### src/rtl/instr_register_pkg.sv
// rtl/instr_register_pkg.sv - shared types, scheduler state and result helper for instr_register
package instr_register_pkg;

  typedef enum logic [3:0] {ZERO, PASSA, PASSB, ADD, SUB, MULT, DIV, MOD} opcode_t;
  typedef logic signed [31:0] operand_t;
  typedef logic [4:0]         address_t;

  typedef struct packed {
    opcode_t            opc;
    operand_t           op_a;
    operand_t           op_b;
    logic signed [63:0] result;
  } instruction_t;

  // Copy of what was written, kept by the optional result checker
  typedef struct packed {
    opcode_t  opc;
    operand_t op_a;
    operand_t op_b;
  } shadow_t;

  typedef enum logic [1:0] {IDLE, ACTIVE, FULL, FLUSH} sched_state_t;

  localparam int SCHED_DEPTH = 32;

  // Reference result: signed, sign-extended to 64 bits; divide/modulo by zero yield 0
  function automatic logic signed [63:0] calc_result(opcode_t opc, operand_t a, operand_t b);
    logic signed [63:0] a64;
    logic signed [63:0] b64;
    a64 = a;
    b64 = b;
    case (opc)
      ZERO:    return '0;
      PASSA:   return a64;
      PASSB:   return b64;
      ADD:     return a64 + b64;
      SUB:     return a64 - b64;
      MULT:    return a64 * b64;
      DIV:     return (b == 0) ? '0 : a64 / b64;
      MOD:     return (b == 0) ? '0 : a64 % b64;
      default: return '0;
    endcase
  endfunction

endpackage

### src/rtl/instr_rr_arb2.sv
// rtl/instr_rr_arb2.sv - 2-way round-robin arbiter, requester A wins first after reset
module instr_rr_arb2
  import instr_register_pkg::*;
(
  input  logic       clk,
  input  logic       rst,
  input  logic       i_en,
  input  logic [1:0] i_valid,
  output logic [1:0] o_grant
);

  logic r_last_b;

  // Grant the sole requester, or the one not served last when both ask
  always_comb begin
    o_grant = 2'b00;
    if (i_en) begin
      if (i_valid == 2'b11) o_grant = r_last_b ? 2'b01 : 2'b10;
      else                  o_grant = i_valid;
    end
  end

  // A grant is always an accept, so remember who was just served
  always_ff @(posedge clk or posedge rst) begin
    if (rst)             r_last_b <= 1'b1;
    else if (o_grant[0]) r_last_b <= 1'b0;
    else if (o_grant[1]) r_last_b <= 1'b1;
  end

endmodule

### src/rtl/instr_reg_sched.sv
// rtl/instr_reg_sched.sv - write/read scheduler for instr_register; optional RESULT_CHECK_EN adds chk_err
module instr_reg_sched
  import instr_register_pkg::*;
#(
  parameter int DEPTH = SCHED_DEPTH,
  parameter int CNT_W = 6
) (
  input  logic               clk,
  input  logic               reset,
  input  logic               flush,
  input  logic               a_valid,
  output logic               a_ready,
  input  opcode_t            a_opcode,
  input  operand_t           a_operand_a,
  input  operand_t           a_operand_b,
  input  logic               b_valid,
  output logic               b_ready,
  input  opcode_t            b_opcode,
  input  operand_t           b_operand_a,
  input  operand_t           b_operand_b,
  output logic               reg_reset_n,
  output logic               load_en,
  output address_t           write_pointer,
  output address_t           read_pointer,
  output opcode_t            opcode,
  output operand_t           operand_a,
  output operand_t           operand_b,
  input  instruction_t       instruction_word,
`ifdef RESULT_CHECK_EN
  output logic               chk_err,
`endif
  output logic               out_valid,
  input  logic               out_ready,
  output instruction_t       out_data,
  output logic [CNT_W-1:0]   count,
  output logic               full,
  output logic               empty
);

  sched_state_t     r_state;
  address_t         r_wr_ptr;
  address_t         r_rd_ptr;
  logic [CNT_W-1:0] r_count;
  logic             r_out_valid;
  instruction_t     r_out_data;

  logic             w_full;
  logic             w_empty;
  logic             w_wr_en;
  logic [1:0]       w_grant;
  logic             w_accept;
  logic             w_pop;
  logic [CNT_W-1:0] w_count_nxt;

  assign w_full   = (r_count == CNT_W'(DEPTH));
  assign w_empty  = (r_count == '0);
  assign w_wr_en  = !w_full && (r_state != FLUSH) && !flush;
  assign w_accept = |w_grant;
  assign w_pop    = !w_empty && (!r_out_valid || out_ready) && (r_state != FLUSH) && !flush;
  assign w_count_nxt = r_count + CNT_W'(w_accept) - CNT_W'(w_pop);

  instr_rr_arb2 u_arb (
    .clk     (clk),
    .rst     (reset),
    .i_en    (w_wr_en),
    .i_valid ({b_valid, a_valid}),
    .o_grant (w_grant)
  );

  assign a_ready       = w_grant[0];
  assign b_ready       = w_grant[1];
  assign load_en       = w_accept;
  assign reg_reset_n   = ~reset;
  assign write_pointer = r_wr_ptr;
  assign read_pointer  = r_rd_ptr;
  assign out_valid     = r_out_valid;
  assign out_data      = r_out_data;
  assign count         = r_count;
  assign full          = w_full;
  assign empty         = w_empty;

  // Register write data comes from the granted requester, zero when idle
  always_comb begin
    opcode    = ZERO;
    operand_a = '0;
    operand_b = '0;
    if (w_grant[0]) begin
      opcode    = a_opcode;
      operand_a = a_operand_a;
      operand_b = a_operand_b;
    end else if (w_grant[1]) begin
      opcode    = b_opcode;
      operand_a = b_operand_a;
      operand_b = b_operand_b;
    end
  end

  // Ring pointers, occupancy, output stage and scheduler state
  always_ff @(posedge clk or posedge reset) begin
    if (reset) begin
      r_state     <= IDLE;
      r_wr_ptr    <= '0;
      r_rd_ptr    <= '0;
      r_count     <= '0;
      r_out_valid <= 1'b0;
      r_out_data  <= '0;
    end else if (flush) begin
      r_state     <= FLUSH;
      r_wr_ptr    <= '0;
      r_rd_ptr    <= '0;
      r_count     <= '0;
      r_out_valid <= 1'b0;
    end else begin
      if (w_accept) r_wr_ptr <= r_wr_ptr + 1'b1;
      if (w_pop) begin
        r_rd_ptr    <= r_rd_ptr + 1'b1;
        r_out_data  <= instruction_word;
        r_out_valid <= 1'b1;
      end else if (out_ready) begin
        r_out_valid <= 1'b0;
      end
      r_count <= w_count_nxt;
      case (r_state)
        IDLE:    if (w_accept) r_state <= ACTIVE;
        ACTIVE:  if (w_count_nxt == CNT_W'(DEPTH)) r_state <= FULL;
                 else if (w_count_nxt == '0)       r_state <= IDLE;
        FULL:    if (w_pop) r_state <= ACTIVE;
        FLUSH:   r_state <= IDLE;
        default: r_state <= IDLE;
      endcase
    end
  end

`ifdef RESULT_CHECK_EN
  shadow_t r_shadow [DEPTH];
  shadow_t w_sh;
  logic    w_mismatch;
  logic    r_chk_err;

  assign w_sh    = r_shadow[r_rd_ptr];
  assign chk_err = r_chk_err;

  always_comb begin
    w_mismatch = (instruction_word.result !== calc_result(w_sh.opc, w_sh.op_a, w_sh.op_b)) ||
                 (instruction_word.opc    !== w_sh.opc)  ||
                 (instruction_word.op_a   !== w_sh.op_a) ||
                 (instruction_word.op_b   !== w_sh.op_b);
  end

  // Keep our own copy of every accepted instruction at its ring slot
  always_ff @(posedge clk) begin
    if (w_accept) r_shadow[r_wr_ptr] <= '{opc: opcode, op_a: operand_a, op_b: operand_b};
  end

  // Error flag travels with out_data and drops whenever out_valid drops
  always_ff @(posedge clk or posedge reset) begin
    if (reset)          r_chk_err <= 1'b0;
    else if (flush)     r_chk_err <= 1'b0;
    else if (w_pop)     r_chk_err <= w_mismatch;
    else if (out_ready) r_chk_err <= 1'b0;
  end
`endif

endmodule

### config.mk
export PLATFORM = sky130hd
export DESIGN_NAME = instr_reg_sched
export DESIGN_NICKNAME = d
export VERILOG_FILES = /design/src/rtl/instr_register_pkg.sv /design/src/rtl/instr_rr_arb2.sv /design/src/rtl/instr_reg_sched.sv
export SDC_FILE = /design/constraint.sdc
export NUM_CORES = 1
export LEC_CHECK = 0
export CELL_PAD_IN_SITES_DETAIL_PLACEMENT = 1
export CELL_PAD_IN_SITES_GLOBAL_PLACEMENT = 2
export CORE_AREA = 2 2 190 192
export DETAILED_ROUTE_END_ITERATION = 7
export DIE_AREA = 0 0 192 194
export PLACE_DENSITY = 0.8
export SKIP_LAST_GASP = 1
export SLEW_MARGIN = 5
export SYNTH_ARGS = -nofsm -noshare
export SYNTH_HDL_FRONTEND = slang
export SYNTH_HIERARCHICAL = 1
export SYNTH_SLANG_ARGS = --single-unit
### constraint.sdc
create_clock -name clk -period 13.2 [get_ports clk]
set_clock_uncertainty 0.15 [all_clocks]
set_input_delay 2.64 -clock clk [delete_from_list [all_inputs] [get_ports clk]]
set_output_delay 2.64 -clock clk [all_outputs]
set_load 0.1 [all_outputs]
## Yosys cells after proc, flatten, opt, wreduce, memory -nomap -nowiden

Index checks and enable logic that the tools add are counted.

| word-level totals | value |
|---|---|
| register bits | 152 |
| logic and storage cells | 71 |

| operators by class | value |
|---|---|
| add/subtract/negate cells | 4 |
| equal/unequal tests | 10 |
| muxes and demuxes | 25 |
| bitwise operators | 2 |
| reduce and logical (&&, ||, !) cells | 20 |

Operators by type and width:

| operator | count |
|---|---|
| $mux 32 | 4 |
| $mux 5 | 4 |
| $mux 2 | 8 |
| $eq 6x6->1 const B | 2 |
| $logic_not 6->1 | 2 |
| $add 5x1->5 const B | 2 |
| $mux 4 | 2 |
| $pmux 2 s4 | 1 |
| $add 6x1->6 | 1 |
| $eq 2x2->1 const B | 3 |
| $mux 6 | 1 |
| $ne 3x3->1 const B | 2 |
| $reduce_bool 2->1 | 3 |
| $sub 6x1->6 | 1 |
| $logic_and 1x1->1 | 5 |
| $mux 1 | 5 |
| $logic_not 1->1 | 4 |
| $ne 4x4->1 const B | 1 |
| $reduce_and 3->1 | 1 |
| $reduce_bool 3->1 | 1 |
| $eq 2x1->1 const B | 1 |
| $logic_not 2->1 | 1 |
| $ne 2x2->1 const B | 1 |
| $not 1->1 | 2 |
| other kinds (3) | 3 |

## Longest topological paths before layout

Gate-level depths: netlist of run 1.

| depth | value |
|---|---|
| depth after elaboration | 13 |
| depth in mapped cells | 17 |

## Cells and area by module

Netlist of run 1, hierarchy kept.

By module, submodules not included:

| module | times used | cells each | area each (um^2) |
|---|---|---|---|
| instr_reg_sched | 1 | 491 | 6,767.7 |
| instr_rr_arb2 | 1 | 9 | 66.3 |

## Least setup slack after synthesis of run 1

OpenSTA, ideal clock, no wires.

| timing | value |
|---|---|
| kind | input to output |
| from | in flush |
| to | out operand_a[27] |
| arrival time | 6.942 ns |
| path slack | 3.468 ns |
| stages on the path | 6 |
| buffers on the path | 0 |
| cell sequence | a21oi_1 nor2b_1 nand2_1 a21oi_1 nand2_1 o21ai_0 |

| between the ends | value |
|---|---|
| word-level cells in the longest chain between the ends | 5 |

RTL lines:

| element | line | RTL |
|---|---|---|
| from (decl) | instr_reg_sched.sv:10 | `input logic flush,` |
| $logic_not 1->1 | instr_reg_sched.sv:57 | `assign w_wr_en = !w_full && (r_state != FLUSH) && !flush;` |
| $logic_and 1x1->1 | instr_reg_sched.sv:57 |  |
| net w_wr_en | instr_reg_sched.sv:49 | `logic w_wr_en;` |
| $mux 2 | instr_rr_arb2.sv:17 | `if (i_en) begin` |
| net b_ready | instr_reg_sched.sv:17 | `output logic b_ready,` |
| $mux 32 | instr_reg_sched.sv:91 | `end else if (w_grant[1]) begin` |
| $mux 32 | instr_reg_sched.sv:87 | `if (w_grant[0]) begin` |
| to (decl) | instr_reg_sched.sv:26 | `output operand_t operand_a,` |

The timed path passes the listed nets, and every way through them passes these cells.

## Worst setup path in the final report of run 1

| timing | value |
|---|---|
| from | in flush |
| to | out operand_a[30] |

| between the ends | value |
|---|---|
| word-level cells in the longest chain between the ends | 5 |

RTL lines:

| element | line |
|---|---|
| $logic_not 1->1 * | instr_reg_sched.sv:57 |
| $logic_and 1x1->1 * | instr_reg_sched.sv:57 |
| net w_wr_en | instr_reg_sched.sv:49 |
| $mux 2 * | instr_rr_arb2.sv:17 |
| $mux 32 | instr_reg_sched.sv:91 |
| $mux 32 * | instr_reg_sched.sv:87 |

Mark *: on every way through the listed nets, which the timed path passes. The rest lies on a longest branch.

==> metrics.csv, run 1 <==
stage,metric,value,unit
placed_design,Placer Congestion,0.777,
synth,Cell variety after synth,45,
detailed_routing,Pre-Repair DR Iteration Count,4,
sta,Tmin final,10.0,ns
grt,GR peak layer,met2,
grt,largest net degree at the start of global routing,74,
cells_and_area,nets@finish,1275,
floorplanning,Die W,192,um
sta,Slew headroom,24.8,%
sta,unrepaired setup endpoints after global routing,false,
detailed_routing,Via Count,6158,
grt,first-pass GRT wire length,43400,um
sta,f_max,0.100,GHz
grt,met2 Use GR,30.4,%
cells_and_area,Seq. cell area,0.00380,mm^2
sta,Fin. Hold Viols,0,
cells_and_area,diodes inserted,0,
cells_and_area,Multi-input gate area,0.00285,mm^2
floorplanning,number of core rows,69,
synth,Post-Synthesis Cells,500,
sta,setup TNS,0,ns
sta,Tcrit/Tclk final,75.8,%
clocking,Max Buffers Root-to-Sink,2,
clocking,post-cts sizing count,0,
cells_and_area,Fillers,3810,
cells_and_area,"most common cell after layout, fill and taps aside",clkdlybuf4s50_1,
placed_design,Port Buf Inserts,496,
synth,Synth Cell Area,0.00683,mm^2
synth,Synth Register Bits,152,
floorplanning,area of the core region,0.0352,mm^2
synth,Async SR Flop Fraction,100,%
worst_setup_path,CP Launch Type,input port,
floorplanning,Initial Utilization,19.4,%
cells_and_area,Layout Cells excl Fill,1463,
sta,Worst Tran Pin Value,1.12,ns
detailed_routing,drt wl/cell,20.7,um
floorplanning,boundary pin count,497,
cells_and_area,"commonest cells after routing, fill and taps aside","clkdlybuf4s50_1, dfrtp_1, mux2_2, a22o_1, clkbuf_16",
clocking,Worst-Skew Late Latency,0.42,ns
grt,grt ovf,0,
detailed_routing,# DRC,0,
grt,global-route met3 utilization,8.00,%
status,status,"complete, no violations",
sta,worst hold slack,0.353,ns
worst_setup_path,WP data required,10.41,ns
clocking,Worst-path clk slew,0.06,ns
min_path,Hold WC Path Type,register to register,
sta,Final Max Tran Viols,0,
grt,vias in the first global route,6885,
synth,"Seq/Total Area, Yosys",55.7,%
clocking,clock sinks,152,
detailed_routing,vias per cell,4.21,
min_path,Hold Path End,out_data[92],
detailed_routing,DR iter-0 viols,107,
cells_and_area,layout cell share with drive strength beyond 1,18.5,%
floorplanning,die footprint,0.0372,mm^2
grt,gr usage total,15.8,%
clocking,htree depth,4,
worst_setup_path,worst r2r src,count[2],
worst_setup_path,Reg2Reg Setup Slack,8.50,ns
min_path,hold path start,out_data[92],
sta,Final Setup Violations,0,
worst_setup_path,Worst R2R Path Depth,14,
synth,number of synthesized flops with an enable pin,0,
synth,Ys Warns,6,
placed_design,hpwl dp,24000,um
grt,initial antenna violation count,2,
detailed_routing,drt total wl,30200,um
worst_setup_path,FF-to-FF End,r_state[1],
clocking,TritonCTS Buffers,17,
placed_design,Inst Count DP,1431,
worst_setup_path,CP Max Fanout,40,
synth,ys flop type,dfrtp_1,
min_path,Hold Path Depth,1,
floorplanning,Die Ht,194,um
grt,Global Route met1 Usage,14.8,%
clocking,cts hold-fix bufs,0,
worst_setup_path,worst setup path class,input port to output pin,
worst_setup_path,crit path capture type,output pin,
clocking,postcts setup bufs,0,
worst_setup_path,Worst Path Arrival,7.21,ns
synth,Syn Nets,786,
detailed_routing,Post-DRT Antenna Nets,0,
flow_run,max-cap violation count,0,
clocking,CTS tree,built,
cells_and_area,Area Growth Syn to Fin,88.6,%
synth,syn_area_per_cell,13.7,um^2
clocking,CTS root buf,clkbuf_16,
## cells by family after synthesis
family,after synthesis,synth area share [%]
flops,152,55.7
xor+xnor,10,1.28
fa+ha+maj,12,2.31
buf+inv,47,3.17
compound gates,88,10.7
mux,132,21.8
simple gates,59,5.11
## per-layer routing
layer / vias up / wire, um
li1: 2799 / -
met1: 3004 / 9860
met2: 329 / 16200
met3: 26 / 3770
met4: 0 / 377
met5: - / 0
## how the worst max path moves through the flow
stage | from | to | slack [ns] | cells after the start
after floorplan | flush | operand_a[27] | 3.47 | 6
after global placement | flush | operand_a[27] | 3.27 | 9
after detailed placement | flush | operand_a[30] | 3.19 | 8
after CTS | flush | operand_a[30] | 3.19 | 8
after global routing | flush | operand_a[27] | 2.84 | 9
final | flush | operand_a[30] | 3.20 | 8
## flip-flops by register name, summed over array words and instances, names as in the netlist
name	count
u_arb/r_last_b	1
count	6
out_valid	1
read_pointer	5
r_state	2
write_pointer	5
out_data	132
## synthesized netlist by cell type (all sizes together) (2+ instances only)
master	number	share of area, %
a21oi	11	0.86
a22o	67	8.6
and2	2	0.20
and3	3	0.35
buf	18	1.6
clkbuf	13	0.71
dfrtp	151	55
ha	11	2.0
inv	16	0.88
mux2	132	22
nand2	12	0.70
nand2b	3	0.27
nand3	4	0.29
nand4	4	0.37
nor2	14	0.77
nor2b	6	0.55
nor3b	2	0.22
o21ai	2	0.15
o311ai	2	0.26
or2b	2	0.24
xnor2	2	0.26
xor2	8	1.0
## stage by stage
| stage | utilization [%] | area [um^2] | worst slack (ns) |
|---|---|---|---|
| 6_report | 36.6 | 12900 | 3.20 |
| 5_1_grt | 36.6 | 12900 | 2.84 |
| 4_1_cts | 36.6 | 12900 | 3.19 |
| 3_5_place_dp | 34.9 | 12300 | 3.19 |
| 3_3_place_gp | 34.9 | 12300 | 3.27 |
| 2_1_floorplan | - | 6830 | 3.47 |
## cell type report
class / count / share of cell area (%)
Sequential cell: 152 / 29.5
Clock inverter: 13 / 1.15
Inverter: 16 / 0.505
Multi-Input combinational cell: 301 / 22.1
Clock buffer: 19 / 3.51
Tap cell: 461 / 4.47
Timing Repair Buffer: 501 / 38.8
## worst max-delay path, stage by stage
cell	delay, ns
clkdlybuf4s50_1	0.79
a21oi_1	0.60
nor2b_1	0.30
nand2_1	0.12
a21oi_4	0.86
buf_4	0.49
a22o_1	0.23
clkdlybuf4s50_1	1.15
Power of run 1 is left out: the tool's default activity adds up to more than one toggle a clock period on the data nets, which glitch-free logic cannot reach.
==> run 2, diff against run 1 <==
--- a/config.mk
+++ b/config.mk
@@ -7,10 +7,10 @@
 export LEC_CHECK = 0
 export CELL_PAD_IN_SITES_DETAIL_PLACEMENT = 1
 export CELL_PAD_IN_SITES_GLOBAL_PLACEMENT = 2
-export CORE_AREA = 2 2 190 192
+export CORE_AREA = 2 2 194 196
 export DETAILED_ROUTE_END_ITERATION = 7
-export DIE_AREA = 0 0 192 194
-export PLACE_DENSITY = 0.8
+export DIE_AREA = 0 0 196 198
+export PLACE_DENSITY = 0.77
 export SKIP_LAST_GASP = 1
 export SLEW_MARGIN = 5
 export SYNTH_ARGS = -nofsm -noshare
==> constraint.sdc (replaced) <==
create_clock -name clk -period 10.5 [get_ports clk]
set_clock_uncertainty 0.15 [all_clocks]
set_input_delay 2.1 -clock clk [delete_from_list [all_inputs] [get_ports clk]]
set_output_delay 2.1 -clock clk [all_outputs]
set_load 0.1 [all_outputs]
==> run 2 against run 1 <==
  * Utilization decreased by 1.7 points
  * Critical path depth increased by 2
  * Cell area grew 0.11%
  * Via count up 2.1%
  * Wire length is 7.8% higher
  * Worst setup slack got worse by 1.3 ns
  * Die area grew 4.2%
  * First-iteration DRC count grew 50%
  * Non-clock buffer count is 1 higher
  * Largest cell class unchanged
  * Highest routed layer is now met5
==> metrics.csv, run 2 (synthesis gave the netlist of run 1 again) <==
stage,metric,value,unit
sta,f_max,0.116,GHz
flow_run,max-cap violation count,0,
detailed_routing,Pre-Repair DR Iteration Count,4,
min_path,Hold WC Path Type,register to register,
grt,initial antenna violation count,10,
cells_and_area,"most common cell after layout, fill and taps aside",clkdlybuf4s50_1,
worst_setup_path,CP Max Fanout,41,
grt,largest net degree at the start of global routing,91,
sta,Tcrit/Tclk final,82.2,%
floorplanning,Initial Utilization,18.5,%
placed_design,DP Area,0.0123,mm^2
floorplanning,die footprint,0.0388,mm^2
cells_and_area,layout cell share with drive strength beyond 1,18.3,%
sta,unrepaired setup endpoints after global routing,false,
floorplanning,Die W,196,um
worst_setup_path,worst setup path class,input port to output pin,
sta,Worst Tran Pin Value,1.15,ns
floorplanning,boundary pin count,497,
grt,gr usage total,16.5,%
sta,Fin. Hold Viols,0,
grt,grt ovf,0,
grt,vias in the first global route,6917,
cells_and_area,nets@finish,1276,
status,status,"complete, no violations",
clocking,CTS root buf,clkbuf_16,
worst_setup_path,Worst Path Arrival,6.38,ns
sta,Final Max Tran Viols,0,
cells_and_area,Seq. cell area,0.00380,mm^2
detailed_routing,drt wl/cell,21.9,um
cells_and_area,Final Cell Area,0.0129,mm^2
placed_design,Port Buf Inserts,496,
detailed_routing,vias per cell,4.24,
cells_and_area,Layout Cells excl Fill,1485,
clocking,TritonCTS Buffers,17,
sta,Final Setup Violations,0,
sta,Tmin final,8.63,ns
worst_setup_path,critical path cell sequence,clkdlybuf4s50_1 > buf_4 > a21oi_1 > nor2b_1 > nand2_1 > a21oi_1 > nor2b_4 > buf_4 > a22o_1 > clkdlybuf4s50_1,
placed_design,hpwl dp,26200,um
worst_setup_path,CP Launch Type,input port,
clocking,postcts setup bufs,0,
clocking,Worst-path clk slew,0.06,ns
sta,setup TNS,0,ns
cells_and_area,Area Growth Syn to Fin,88.8,%
detailed_routing,drt total wl,32600,um
worst_setup_path,Crit path max-delay family,buffers and inverters,
clocking,clock sinks,152,
worst_setup_path,critical path's slowest cell,clkdlybuf4s50_1,
detailed_routing,Via Count,6290,
floorplanning,number of core rows,71,
clocking,CTS tree,built,
clocking,post-cts sizing count,0,
worst_setup_path,Crit path largest cell delay,1.16,ns
clocking,Worst-Skew Late Latency,0.43,ns
worst_setup_path,crit path capture type,output pin,
cells_and_area,Fillers,4030,
floorplanning,area of the core region,0.0370,mm^2
placed_design,Placer Congestion,0.823,
detailed_routing,DR iter-0 viols,161,
worst_setup_path,CP Buf/Inv Count,4,
placed_design,Inst Count DP,1445,
clocking,cts hold-fix bufs,0,
detailed_routing,# DRC,0,
clocking,htree depth,4,
clocking,Max Buffers Root-to-Sink,2,
worst_setup_path,WP data required,8.25,ns
cells_and_area,Multi-input gate area,0.00285,mm^2
detailed_routing,Post-DRT Antenna Nets,0,
sta,Slew headroom,23.0,%
cells_and_area,"commonest cells after routing, fill and taps aside","clkdlybuf4s50_1, dfrtp_1, mux2_2, a22o_1, clkbuf_16",
cells_and_area,number of flip-flops in the largest register,132,
grt,first-pass GRT wire length,46100,um
floorplanning,Die Ht,198,um
run 2: layer usage:
layer | vias to the layer above | share of wire, % | GRT usage [%]
li1 | 2807 | - | -
met1 | 3097 | 33 | 15.1
met3 | 50 | 10 | 7.41
met5 | - | 0.031 | 0
met4 | 2 | 5.1 | 9.88
met2 | 334 | 52 | 30.1
run 2: path summary, 6_finish.rpt:
check | start | endpoint | slack, ns | cells after the start
max in group asynchronous | reset | out_data[55] | 6.25 | 4
worst max register to register | count[2] | r_state[1] | 6.25 | 14
min in group asynchronous | reset | count[3] | 2.09 | 2
worst max-delay path | flush | operand_b[23] | 1.87 | 10
worst min-delay path | out_data[28] | out_data[28] | 0.35 | 1
worst min register to register | out_data[28] | out_data[28] | 0.35 | 1
run 2: final cells by class:
| class | instances | area share [%] |
|---|---|---|
| Multi-Input combinational cell | 301 | 22.0 |
| Clock buffer | 22 | 3.60 |
| Clock inverter | 10 | 0.844 |
| Antenna cell | 8 | 0.155 |
| Tap cell | 474 | 4.60 |
| Inverter | 16 | 0.504 |
| Timing Repair Buffer | 502 | 38.8 |
| Sequential cell | 152 | 29.5 |
run 2: per-stage QoR:
| step | worst slack (ns) | hold slack (ns) | util [%] |
|---|---|---|---|
| floorplan | 1.85 | 0.320 | - |
| global placement | 2.00 | 0.337 | 33.3 |
| detailed placement | 1.86 | 0.342 | 33.3 |
| CTS | 1.83 | 0.358 | 34.9 |
| global route | 1.48 | 0.364 | 34.9 |
| finish | 1.87 | 0.354 | 34.9 |
Power of run 2 is left out for the same reason.
==> run 3, diff against run 2 <==
==> constraint.sdc (replaced) <==
create_clock -name clk -period 8.93 [get_ports clk]
set_clock_uncertainty 0.15 [all_clocks]
set_input_delay 1.786 -clock clk [delete_from_list [all_inputs] [get_ports clk]]
set_output_delay 1.786 -clock clk [all_outputs]
set_load 0.1 [all_outputs]
==> run 3 against run 2 <==
  * Highest routed layer is now met4
  * Via count shrank 1.3%
  * Die area stayed put
  * Utilization decreased by 0.36 points
  * Sequential cell count unchanged
  * Non-clock buffer count is 1 lower
  * Critical endpoint is now operand_a[10]
  * Critical path depth decreased by 1
  * Final cell count decreased by 0.47%
  * Worst setup slack got worse by 0.040 ns
  * First-iteration DRC count is 7.5% lower
  * Global-route usage fell by 0.45 points
==> metrics.csv, run 3 (synthesis gave the netlist of run 1 again) <==
stage,metric,value,unit
cells_and_area,layout cell share with drive strength beyond 1,24.7,%
sta,Final Max Tran Viols,0,
grt,largest net degree at the start of global routing,84,
worst_setup_path,Worst R2R Path Depth,12,
placed_design,Inst Count DP,1444,
floorplanning,number of core rows,71,
floorplanning,Initial Utilization,18.5,%
cells_and_area,fin util,34.6,%
worst_setup_path,CP Buf/Inv Count,3,
worst_setup_path,crit path capture type,output pin,
worst_setup_path,critical path cell sequence,clkdlybuf4s50_1 > buf_4 > a21oi_1 > nor2b_1 > nand2_1 > a21oi_1 > nor2b_4 > a22o_1 > clkdlybuf4s50_1,
clocking,post-cts sizing count,0,
worst_setup_path,Crit path depth,9,
flow_run,max-cap violation count,0,
grt,first-pass GRT wire length,45200,um
floorplanning,Die W,196,um
detailed_routing,drt wl/cell,21.7,um
grt,gr usage total,16.1,%
sta,Fin. Hold Viols,0,
clocking,Worst-Skew Late Latency,0.42,ns
grt,initial antenna violation count,1,
grt,grt ovf,0,
sta,Slew headroom,27.9,%
worst_setup_path,Reg2Reg Setup Slack,4.60,ns
worst_setup_path,Critical path origin,flush,
detailed_routing,Via Count,6209,
clocking,postcts setup bufs,0,
sta,Worst Tran Pin Value,1.08,ns
cells_and_area,"commonest cells after routing, fill and taps aside","clkdlybuf4s50_1, dfrtp_1, mux2_2, buf_4, a22o_1",
clocking,Max Buffers Root-to-Sink,2,
clocking,TritonCTS Buffers,17,
floorplanning,Die Ht,198,um
clocking,htree depth,4,
detailed_routing,# DRC,0,
placed_design,Placer Congestion,0.810,
detailed_routing,Post-DRT Antenna Nets,0,
sta,Final Setup Violations,0,
min_path,Hold WC Path Type,register to register,
clocking,CTS tree,built,
detailed_routing,DR iter-0 viols,149,
worst_setup_path,Worst Path Arrival,5.17,ns
sta,Tcrit/Tclk final,79.5,%
worst_setup_path,Crit path largest cell delay,1.13,ns
sta,Tmin final,7.10,ns
cells_and_area,number of flip-flops in the largest register,132,
status,status,"complete, no violations",
sta,f_max,0.141,GHz
sta,unrepaired setup endpoints after global routing,false,
cells_and_area,Layout Cells excl Fill,1478,
clocking,cts hold-fix bufs,0,
cells_and_area,nets@finish,1275,
detailed_routing,vias per cell,4.20,
worst_setup_path,CP Launch Type,input port,
worst_setup_path,CP Max Fanout,20,
cells_and_area,Area Growth Syn to Fin,86.9,%
worst_setup_path,critical path's slowest cell,clkdlybuf4s50_1,
worst_setup_path,Critical Path Sink,operand_a[10],
clocking,CTS root buf,clkbuf_16,
grt,vias in the first global route,6928,
clocking,clock sinks,152,
worst_setup_path,FF-to-FF End,r_state[1],
worst_setup_path,Crit path max-delay family,buffers and inverters,
worst_setup_path,worst r2r src,r_state[0],
placed_design,Port Buf Inserts,496,
floorplanning,area of the core region,0.0370,mm^2
detailed_routing,Pre-Repair DR Iteration Count,4,
worst_setup_path,worst setup path class,input port to output pin,
clocking,Worst-path clk slew,0.06,ns
floorplanning,boundary pin count,497,
placed_design,hpwl dp,25700,um
detailed_routing,drt total wl,32100,um
worst_setup_path,WP data required,6.99,ns
floorplanning,die footprint,0.0388,mm^2
sta,setup TNS,0,ns
cells_and_area,"most common cell after layout, fill and taps aside",clkdlybuf4s50_1,
-- run 3: worst min-delay path by stage --
stage,from,end,slack (ns),cells past startpoint
final,out_data[40],out_data[40],0.35,1
after global routing,out_data[18],out_data[18],0.37,1
after CTS,out_data[40],out_data[40],0.36,1
after detailed placement,out_data[108],out_data[108],0.34,1
after global placement,out_data[8],out_data[8],0.34,1
after floorplan,u_arb/r_last_b,u_arb/r_last_b,0.32,2
-- run 3: cell type report --
class | count | area (um^2)
timing repair buffer | 501 | 4840
tap | 474 | 593
clock buffer | 18 | 439
inverter | 16 | 65.1
fill | 4027 | 24200
antenna | 2 | 5.00
clock inverter | 14 | 176
multi-input combinational | 301 | 2850
sequential | 152 | 3800
-- run 3: routing by layer --
layer | track usage, % | vias up | wire length, um
li1 | - | 2801 | -
met1 | 15.1 | 3054 | 10800
met2 | 30.1 | 325 | 16900
met3 | 6.66 | 29 | 3040
met4 | 8.02 | 0 | 1330
met5 | 0 | - | 0
-- run 3: metrics by stage --
stage / hold WS, ns / instance area, um^2 / setup WS, ns
2_1_floorplan: 0.320 / 6830 / 0.881
3_3_place_gp: 0.337 / 12200 / 1.91
3_5_place_dp: 0.343 / 12200 / 1.80
4_1_cts: 0.357 / 12800 / 1.79
5_1_grt: 0.366 / 12800 / 1.63
6_report: 0.353 / 12800 / 1.83
-- run 3: worst register-to-register path, stage by stage, from the launching register on --
cell and delay (ns):
dfrtp_1 0.46, a21oi_1 0.42, nor2b_1 0.27, nand2_1 0.12
a21oi_4 0.38, nor2_1 0.24, inv_1 0.37, ha_1 0.26
inv_1 0.06, fa_1 0.52, or2b_2 0.32, or4b_4 0.49
o41ai_2 0.19
Power of run 3 is left out for the same reason.
